==> config.mk <==
export PLATFORM = sky130hd
export DESIGN_NAME = top_fdct_mac_descale_8tap
export DESIGN_NICKNAME = d
export VERILOG_FILES = /design/src/rtl/top_fdct_pkg.sv /design/src/rtl/top_fdct_descale_sat.sv /design/src/rtl/top_fdct_mac_descale_8tap.sv
export SDC_FILE = /design/constraint.sdc
export NUM_CORES = 1
export LEC_CHECK = 0
export ABC_AREA = 1
export CORE_ASPECT_RATIO = 2
export CORE_MARGIN = 5
export CORE_UTILIZATION = 59
export CTS_CLUSTER_SIZE = 14
export DETAILED_ROUTE_END_ITERATION = 16
export PLACE_DENSITY = 0.92
export SYNTH_ARGS = -nofsm -noshare
export SYNTH_HDL_FRONTEND = slang
export SYNTH_HIERARCHICAL = 1
export SYNTH_SLANG_ARGS = --single-unit
==> constraint.sdc <==
create_clock -name ap_clk -period 3.5 [get_ports ap_clk]
set_input_delay 0.7 -clock ap_clk [delete_from_list [all_inputs] [get_ports ap_clk]]
set_output_delay 0.7 -clock ap_clk [all_outputs]
set_load 0.01 [all_outputs]
==> src/rtl/top_fdct_pkg.sv <==
// Shared widths and types for the FDCT multiply / accumulate / descale path.
package top_fdct_pkg;

  localparam int FDCT_PROD_W     = 29;
  localparam int FDCT_TAPS       = 8;
  localparam int FDCT_CONST_BITS = 13;
  localparam int FDCT_COEF_W     = 16;
  localparam int FDCT_ACC_W      = FDCT_PROD_W + $clog2(FDCT_TAPS);

  typedef logic signed [FDCT_PROD_W-1:0] prod_t;
  typedef logic signed [FDCT_ACC_W-1:0]  acc_t;
  typedef logic signed [FDCT_COEF_W-1:0] coef_t;

endpackage

==> src/rtl/top_fdct_descale_sat.sv <==
// Combinational round-half-up, arithmetic descale and signed saturation.
// Shared between the row and column passes of the FDCT.
module top_fdct_descale_sat
  import top_fdct_pkg::*;
#(
  parameter int ACC_W = FDCT_ACC_W,
  parameter int SHIFT = FDCT_CONST_BITS,
  parameter int OUT_W = FDCT_COEF_W
) (
  input  logic [ACC_W-1:0] i_sum,
  output logic [OUT_W-1:0] o_data,
  output logic             o_sat
);

  // One extra bit of headroom so the rounding add can never wrap.
  localparam logic signed [ACC_W:0] HALF = {{ACC_W{1'b0}}, 1'b1} << (SHIFT - 1);
  localparam logic signed [ACC_W:0] MAXV = {{(ACC_W-OUT_W+2){1'b0}}, {(OUT_W-1){1'b1}}};
  localparam logic signed [ACC_W:0] MINV = {{(ACC_W-OUT_W+2){1'b1}}, {(OUT_W-1){1'b0}}};

  logic signed [ACC_W:0] w_sumExt;
  logic signed [ACC_W:0] w_rnd;
  logic signed [ACC_W:0] w_shr;

  assign w_sumExt = {i_sum[ACC_W-1], i_sum};
  assign w_rnd    = w_sumExt + HALF;
  assign w_shr    = w_rnd >>> SHIFT;

  always_comb begin
    o_data = w_shr[OUT_W-1:0];
    o_sat  = 1'b0;
    if (w_shr > MAXV) begin
      o_data = {1'b0, {(OUT_W-1){1'b1}}};
      o_sat  = 1'b1;
    end else if (w_shr < MINV) begin
      o_data = {1'b1, {(OUT_W-1){1'b0}}};
      o_sat  = 1'b1;
    end
  end

endmodule

==> src/rtl/top_fdct_mac_descale_8tap.sv <==
// Accumulates N_TAPS signed products into one DCT coefficient, then rounds,
// descales and saturates it into a valid/ready output register.
module top_fdct_mac_descale_8tap
  import top_fdct_pkg::*;
#(
  parameter int IN_W   = FDCT_PROD_W,
  parameter int N_TAPS = FDCT_TAPS,
  parameter int SHIFT  = FDCT_CONST_BITS,
  parameter int OUT_W  = FDCT_COEF_W
) (
  input  logic             ap_clk,
  input  logic             ap_rst,
  input  logic             in_clear,
  input  logic [IN_W-1:0]  in_data,
  input  logic             in_valid,
  output logic             in_ready,
  output logic [OUT_W-1:0] out_data,
  output logic             out_sat,
  output logic             out_valid,
  input  logic             out_ready
);

  localparam int ACC_W = IN_W + $clog2(N_TAPS);
  localparam int CNT_W = $clog2(N_TAPS);
  localparam logic [CNT_W-1:0] LAST_TAP = CNT_W'(N_TAPS - 1);

  logic signed [ACC_W-1:0] r_acc;
  logic [CNT_W-1:0]        r_tapCnt;
  logic [OUT_W-1:0]        r_outData;
  logic                    r_outSat;
  logic                    r_outValid;

  logic                    w_lastTap;
  logic                    w_accept;
  logic                    w_close;
  logic signed [ACC_W-1:0] w_inExt;
  logic signed [ACC_W-1:0] w_sum;
  logic [OUT_W-1:0]        w_coef;
  logic                    w_coefSat;

  // Only the closing tap needs room in the output register.
  assign w_lastTap = (r_tapCnt == LAST_TAP);
  assign in_ready  = !w_lastTap || !r_outValid || out_ready;
  assign w_accept  = in_valid && in_ready;
  assign w_close   = w_accept && w_lastTap && !in_clear;

  assign w_inExt = {{(ACC_W-IN_W){in_data[IN_W-1]}}, in_data};
  assign w_sum   = r_acc + w_inExt;

  top_fdct_descale_sat #(
    .ACC_W (ACC_W),
    .SHIFT (SHIFT),
    .OUT_W (OUT_W)
  ) u_descale (
    .i_sum  (w_sum),
    .o_data (w_coef),
    .o_sat  (w_coefSat)
  );

  always_ff @(posedge ap_clk or posedge ap_rst) begin
    if (ap_rst) begin
      r_acc    <= '0;
      r_tapCnt <= '0;
    end else if (in_clear) begin
      r_acc    <= '0;
      r_tapCnt <= '0;
    end else if (w_accept) begin
      if (w_lastTap) begin
        r_acc    <= '0;
        r_tapCnt <= '0;
      end else begin
        r_acc    <= w_sum;
        r_tapCnt <= r_tapCnt + CNT_W'(1);
      end
    end
  end

  // A closing tap and a drain in the same cycle reload without a bubble.
  always_ff @(posedge ap_clk or posedge ap_rst) begin
    if (ap_rst) begin
      r_outData  <= '0;
      r_outSat   <= 1'b0;
      r_outValid <= 1'b0;
    end else if (w_close) begin
      r_outData  <= w_coef;
      r_outSat   <= w_coefSat;
      r_outValid <= 1'b1;
    end else if (r_outValid && out_ready) begin
      r_outValid <= 1'b0;
    end
  end

  assign out_data  = r_outData;
  assign out_sat   = r_outSat;
  assign out_valid = r_outValid;

endmodule

==> metrics, run 1 <==
Die Wd around 77 µm; CTS root buffer clkbuf_16; IO Count 53; outcome did not finish; Mapped Area between 0.005 and 0.006 mm²; WEP type register data pin; cells after synthesis just over 800; GRT Residual Overflow 1201; hold-fix buffers at CTS 0; clock sinks 53; Yosys warnings 6; # port buffers 52; site row count 48; htree depth 2; overall routing resource usage 0.948; GRT worst endpoint out_data[5]$_DFFE_PP0P_/D; syn nets 887; dpl cells between 1000 and 1500; Avg Inst Size Synth 6.43 µm²; clock buffer depth 2; Initial Util 0.604; Placer Congestion roughly 1; Exit stage global routing; TritonCTS Buffers 5; HPWL after DPL about 13 mm; Vert. Die Dim about 140 µm; tool error [ERROR GRT-0232] Routing congestion too high. Check the congestion heatmap in the GUI.; largest net degree at the start of global routing 54
==> routing by layer <==
layer / GRT usage / GRT overflow
met1: 0.811 / 6
met2: 1.39 / 985
met3: 0.568 / 8
met4: 1.09 / 202
met5: 0.0364 / 0
==> through the flow <==
| step | TNS [ns] | area, µm² | setup WS (ns) |
|---|---|---|---|
| 2_1_floorplan | 0 | 5270 | 0.0239 |
| 3_3_place_gp | -8.89 | 6700 | -0.545 |
| 3_5_place_dp | -11.80 | 6700 | -0.762 |
| 4_1_cts | 0 | 7580 | 0.00207 |
==> timing repair <==
item | 4_1_cts
resized for setup | 145
pin swaps | 50
buffers inserted | 17
gates cloned | 1
setup endpoints to repair | 17
==> inputs of run 2 (changes only) <==
--- a/config.mk
+++ b/config.mk
@@ -6,12 +6,10 @@
 export NUM_CORES = 1
 export LEC_CHECK = 0
 export ABC_AREA = 1
-export CORE_ASPECT_RATIO = 2
 export CORE_MARGIN = 5
-export CORE_UTILIZATION = 59
-export CTS_CLUSTER_SIZE = 14
+export CORE_UTILIZATION = 40
 export DETAILED_ROUTE_END_ITERATION = 16
-export PLACE_DENSITY = 0.92
+export PLACE_DENSITY_LB_ADDON = 0.15
 export SYNTH_ARGS = -nofsm -noshare
 export SYNTH_HDL_FRONTEND = slang
 export SYNTH_HIERARCHICAL = 1
==> run 2 against run 1 <==
  * The flow now finishes without violations
  * Synthesized cell count stayed put
  * Synthesized area unchanged
==> metrics, run 2 <==
Crit-path slowest cell dlygate4sd2_1; pre-CTS WS -0.602 ns; outcome completed; crit path capture type flop; syn nets ~890; Die Area 0.0155 mm²; register area 0.00133 mm²; Tot Pwr about 3500 µW; TritonCTS Buffers 5; final hold violations 0; largest net degree at the start of global routing 37; Avg Inst Size Synth 6.43 µm²; clock sinks 53; Vert. Die Dim 125 µm; Core ar. 0.0128 mm²; drt first pass iters 4; Worst EP arrival 3.50 ns; Fill cells about 1100; clock skew approximately 0.0069 ns; layout cells sized above 1 0.347; Leakage 0.00450 µW; maxcap violations 0; DR DRC count 0; site row count 41; Clock Latency Late Sink between 0.3 and 0.4 ns; area of the multi-input gates 0.00412 mm²; vias per cell 4.61; Startpoint Class primary input; Crit Path Max Fanout 8; CP Class in -> reg; f_max between 300 and 400 MHz; HP Start r_tapCnt[2]$_DFFE_PP0P_; Biggest register r_acc; Final Setup Violations 0; setup TNS 0 ns; cells after synthesis a little over 800; CP top delay family simple AND/OR/NAND/NOR gates; Layout Nets 1082; via count between 5000 and 6000; commonest non-fill, non-tap cell in the layout nand2_1; hold-fix buffers at CTS 0; R2R Path Start r_acc[0]$_DFFE_PP0P_; initial antenna violation count 0; Area growth, synth to finish 51.9%; R2R cell count 20; Hold Crit Endpoint r_tapCnt[2]$_DFFE_PP0P_; clock buffer depth 2; Worst-path clk slew 0.07 ns; critical path cell sequence dlygate4sd2_1 -> ha_1 -> nor2_1 -> nand2_1 -> nand3_1 -> nand2_2 -> nand2_1 -> nand2_2 -> buf_6 -> xor2_4 -> inv_2 -> nor2_4 -> nand2_4 -> nor2_2 -> nor2_1 -> nor2_1 -> nor2_1 -> nand2_2 -> nand2_4 -> nand2_2 -> nand2_1 -> mux2_4; Final Max Tran Viols 0; CTS tree yes; GRT Residual Overflow 0; Routed Antenna Nets 0; PnR worst setup slack 0.202 ns; Wirelength per Cell 13.0 µm; part of the cycle the worst path needs 0.942; Slew @ Worst Pin 0.457 ns; Mapped Area between 0.005 and 0.006 mm²; Initial Util 0.412; Max VDD drop 208 µV; most frequent cells in the layout nand2_1 (284), buf_4 (141), inv_1 (134), nand2_2 (55), dfrtp_1 (53); worst hold path class reg -> reg; Yosys warnings 6; Diodes inserted 0; max reg flops 32; Max transition margin 0.696; Placer Congestion 0.887; IO Count 53; PwrDens ~430 mW/mm²; # port buffers 52; first-pass GRT wire length about 25 mm; Critical Path RT 3.70 ns; CTS root buffer clkbuf_16; RR Endpoint out_data[2]$_DFFE_PP0P_; HPWL after DPL 11.8 mm; overall routing resource usage 0.193; Worst Path Buf+Inv 3; worst reg2reg setup slack around 0.35 ns; htree depth 2; starting DRC count in detailed routing 255; Slowest Stage Delay on Critical Path 0.26 ns; WL final 15.4 mm; Die Wd between 100 and 150 µm; minimum clock period after layout around 3.3 ns; vias in the first global route 5224; hold depth 2
run 2: how the worst max path moves through the flow:
stage / start / end / slack [ns] / cells past startpoint
after floorplan: in_data[0] / out_data[6]$_DFFE_PP0P_ / 0.02 / 19
after global placement: in_data[12] / out_data[5]$_DFFE_PP0P_ / -0.63 / 23
after detailed placement: in_data[12] / out_data[6]$_DFFE_PP0P_ / -0.60 / 23
after CTS: in_data[13] / out_data[10]$_DFFE_PP0P_ / 0.0003 / 24
after global routing: in_data[1] / out_sat$_DFFE_PP0P_ / -0.04 / 23
final: in_data[1] / out_data[2]$_DFFE_PP0P_ / 0.20 / 22
run 2: report_power, final:
group	leakage [µW]	switching [µW]	total [µW]	internal [µW]
Combinational	0.00371	1130	2200	1070
Clock	0.0000708	262	533	271
Sequential	0.000716	61.0	735	674
run 2: per-layer routing:
layer	up-vias	track usage	routed length [µm]
met5	-	0	0
met4	0	0.0619	313
met3	18	0.0274	511
met2	83	0.326	7410
met1	2484	0.253	7140
li1	2881	-	-
run 2: layout make-up:
cell class                      count  share of cell area
Clock buffer                        5              0.0157
Clock inverter                      3             0.00313
Inverter                          143              0.0672
Multi-Input combinational cell    615               0.516
Sequential cell                    53               0.166
Tap cell                          172              0.0269
Timing Repair Buffer              195               0.205
run 2: per-stage QoR:
stage	instance area [µm²]	hold slack, ns	std cells	utilization
6_report	7990	0.485	1186	0.625
5_1_grt	7990	0.510	1186	0.625
4_1_cts	7480	0.489	1174	0.586
3_5_place_dp	6880	0.469	1157	0.539
3_3_place_gp	6880	0.458	1157	0.539
2_1_floorplan	5270	0.446	818	-
run 2: what timing repair did:
item,4_1_cts,5_1_grt
setup buffers,8,12
setup endpoints to repair,17,17
pin swaps,30,50
gates cloned,1,0
resized for setup,82,112
run 2: worst min-delay path: stages (launching register included):
cell,delay (ns)
dfrtp_1,0.35
nand2_1,0.05
nand2_1,0.05
(Power assumes the default switching activity.)
==> inputs of run 3 (changes only) <==
--- a/config.mk
+++ b/config.mk
@@ -6,9 +6,11 @@
 export NUM_CORES = 1
 export LEC_CHECK = 0
 export ABC_AREA = 1
-export CORE_MARGIN = 5
+export CORE_MARGIN = 2
 export CORE_UTILIZATION = 40
+export CTS_CLUSTER_SIZE = 8
 export DETAILED_ROUTE_END_ITERATION = 16
+export GPL_ROUTABILITY_DRIVEN = 0
 export PLACE_DENSITY_LB_ADDON = 0.15
 export SYNTH_ARGS = -nofsm -noshare
 export SYNTH_HDL_FRONTEND = slang
==> run 3 against run 2 <==
  * Routed wire length is 6.0% higher
  * Combinational power up 12%
  * Total power rose by 7.9%
  * Critical path depth unchanged
  * Maximum frequency is 3.8% lower
  * Cell area increased by 5.6%
  * Core utilization up 3.7 points
  * Setup slack got worse by 0.13 ns
  * Sequential power is essentially flat
  * Sequential share of layout area decreased by 0.87 points
  * First-iteration DRC count is 9.0% lower
  * Critical endpoint is now out_data[13]$_DFFE_PP0P_
  * Largest power group unchanged
  * Highest routed layer unchanged
==> metrics, run 3 (synthesis gave the netlist of run 2 again) <==
# port buffers between 50 and 60; max reg flops 32; Crit Path Max Fanout 8; Max VDD drop 223 µV; RSZ-0062 raised after global routing true; PnR worst setup slack 0.0726 ns; PwrDens 444 mW/mm²; Diodes inserted 0; CTS tree yes; Vert. Die Dim about 120 µm; Fill cells 1136; HPWL after DPL 11.8 mm; Core ar. ~0.013 mm²; WL final 16.3 mm; hold-fix buffers at CTS 0; GRT Residual Overflow 0; CP Class in -> reg; via count around 5600; starting DRC count in detailed routing 232; minimum clock period after layout 3.43 ns; vias per cell 4.69; pre-CTS WS -0.607 ns; commonest non-fill, non-tap cell in the layout nand2_1; Wirelength per Cell 13.6 µm; layout cells sized above 1 0.420; CTS root buffer clkbuf_16; f_max 292 MHz; Clock Latency Late Sink 0.31 ns; Layout Cells excl Fill 1198; overall routing resource usage 0.221; Initial Util 0.413; TritonCTS Buffers 5; part of the cycle the worst path needs 0.979; Layout Nets 1094; Area growth, synth to finish 60.3%; register area between 0.001 and 0.0015 mm²; Worst-path clk slew 0.08 ns; DR DRC count 0; outcome completed; initial antenna violation count 0; Die Wd between 100 and 150 µm; IO Count 53; clock sinks 53; worst hold path class reg -> reg; area of the multi-input gates ~0.0045 mm²; crit path capture type flop; most frequent cells in the layout nand2_1 (249), buf_4 (145), inv_1 (130), nand2_2 (85), dfrtp_1 (53); Startpoint Class primary input; Final Setup Violations 0; Critical Path RT between 3 and 4 ns; largest net degree at the start of global routing 37; Worst EP arrival 3.63 ns; htree depth 2; worst reg2reg setup slack 0.24 ns; drt first pass iters 5; first-pass GRT wire length 25.1 mm; dpl cells 1163; Final Max Tran Viols 0; Tot Pwr 3740 µW; Max transition margin 0.696; final hold violations 0; Leakage 0.00462 µW; Die Area between 0.01 and 0.015 mm²; Biggest register r_acc; clock skew about 0.0066 ns; Routed Antenna Nets 0; Slew @ Worst Pin 0.455 ns; clock buffer depth 2; site row count 41; maxcap violations 0; setup TNS 0 ns; vias in the first global route between 5000 and 6000
## run 3: cell types whose count changed in the layout (fill, tap and decap cells not counted), moves of 5 or more
cell             before  now
clkdlybuf4s15_1       2    8
nand3_1              35   29
nand2_1             284  249
nand2_2              55   85
nand3_2               7   12
nor2_4               13   21
dlygate4sd2_1        10    2
buf_6                 1    8
nor2_1               33   21
clkbuf_2              0    5
## run 3: routing by layer
metal	wire, µm	up-vias	global-route usage
met1	7410	2614	0.282
met3	499	17	0.0304
met5	0	-	0
met4	215	0	0.0647
li1	-	2902	-
met2	8180	85	0.386
## run 3: critical path, cell delays in order
cell and delay (ns):
clkdlybuf4s15_1 0.21, ha_4 0.32, nand2_4 0.08, nor2_4 0.13, and2_4 0.16, nand2_2 0.06, nand2_4 0.14, buf_6 0.11
buf_4 0.10, nand2_4 0.06, nand2_2 0.06, nand2_2 0.06, and2_4 0.17, buf_4 0.12, buf_4 0.13, o21bai_1 0.16
nand2_2 0.09, nand4_1 0.13, nand2_2 0.15, clkbuf_16 0.18, nand2_2 0.05, mux2_4 0.26
## run 3: stage by stage
step / util / hold WS [ns] / area (µm²)
final: 0.663 / 0.497 / 8430
after detailed placement: 0.544 / 0.470 / 6930
after floorplan: - / 0.446 / 5270
after global placement: 0.544 / 0.460 / 6930
after global routing: 0.663 / 0.530 / 8430
after CTS: 0.596 / 0.498 / 7580
## run 3: area by class of cell
cell class              instances  area share
clock buffers                   5      0.0148
clock inverters                 3     0.00297
inverters                     143      0.0636
multi-input cells             615       0.528
flip-flops and latches         53       0.157
well taps                     172      0.0255
repair buffers                207       0.207
## run 3: what timing repair did
action,in CTS,in global routing
cloned,1,1
endpoints found under the setup margin,17,17
pin swaps,34,86
resized for setup,96,203
buffers inserted,5,21
## run 3: final timing paths
path,start,end,cells after the start
worst max-delay path,in_data[10],out_data[13]$_DFFE_PP0P_,22
worst min-delay path,r_tapCnt[2]$_DFFE_PP0P_,r_tapCnt[2]$_DFFE_PP0P_,2
worst max register to register,r_acc[0]$_DFFE_PP0P_,out_sat$_DFFE_PP0P_,24
worst min register to register,r_tapCnt[2]$_DFFE_PP0P_,r_tapCnt[2]$_DFFE_PP0P_,2
max in group asynchronous,ap_rst,out_data[11]$_DFFE_PP0P_,3
min in group asynchronous,ap_rst,r_acc[10]$_DFFE_PP0P_,3
## run 3: report_power, final
| group | switching, µW | total [µW] | internal, µW |
|---|---|---|---|
| Clock | 275 | 547 | 272 |
| Sequential | 62.7 | 737 | 674 |
| Combinational | 1270 | 2460 | 1190 |
| Total | 1610 | 3740 | 2140 |
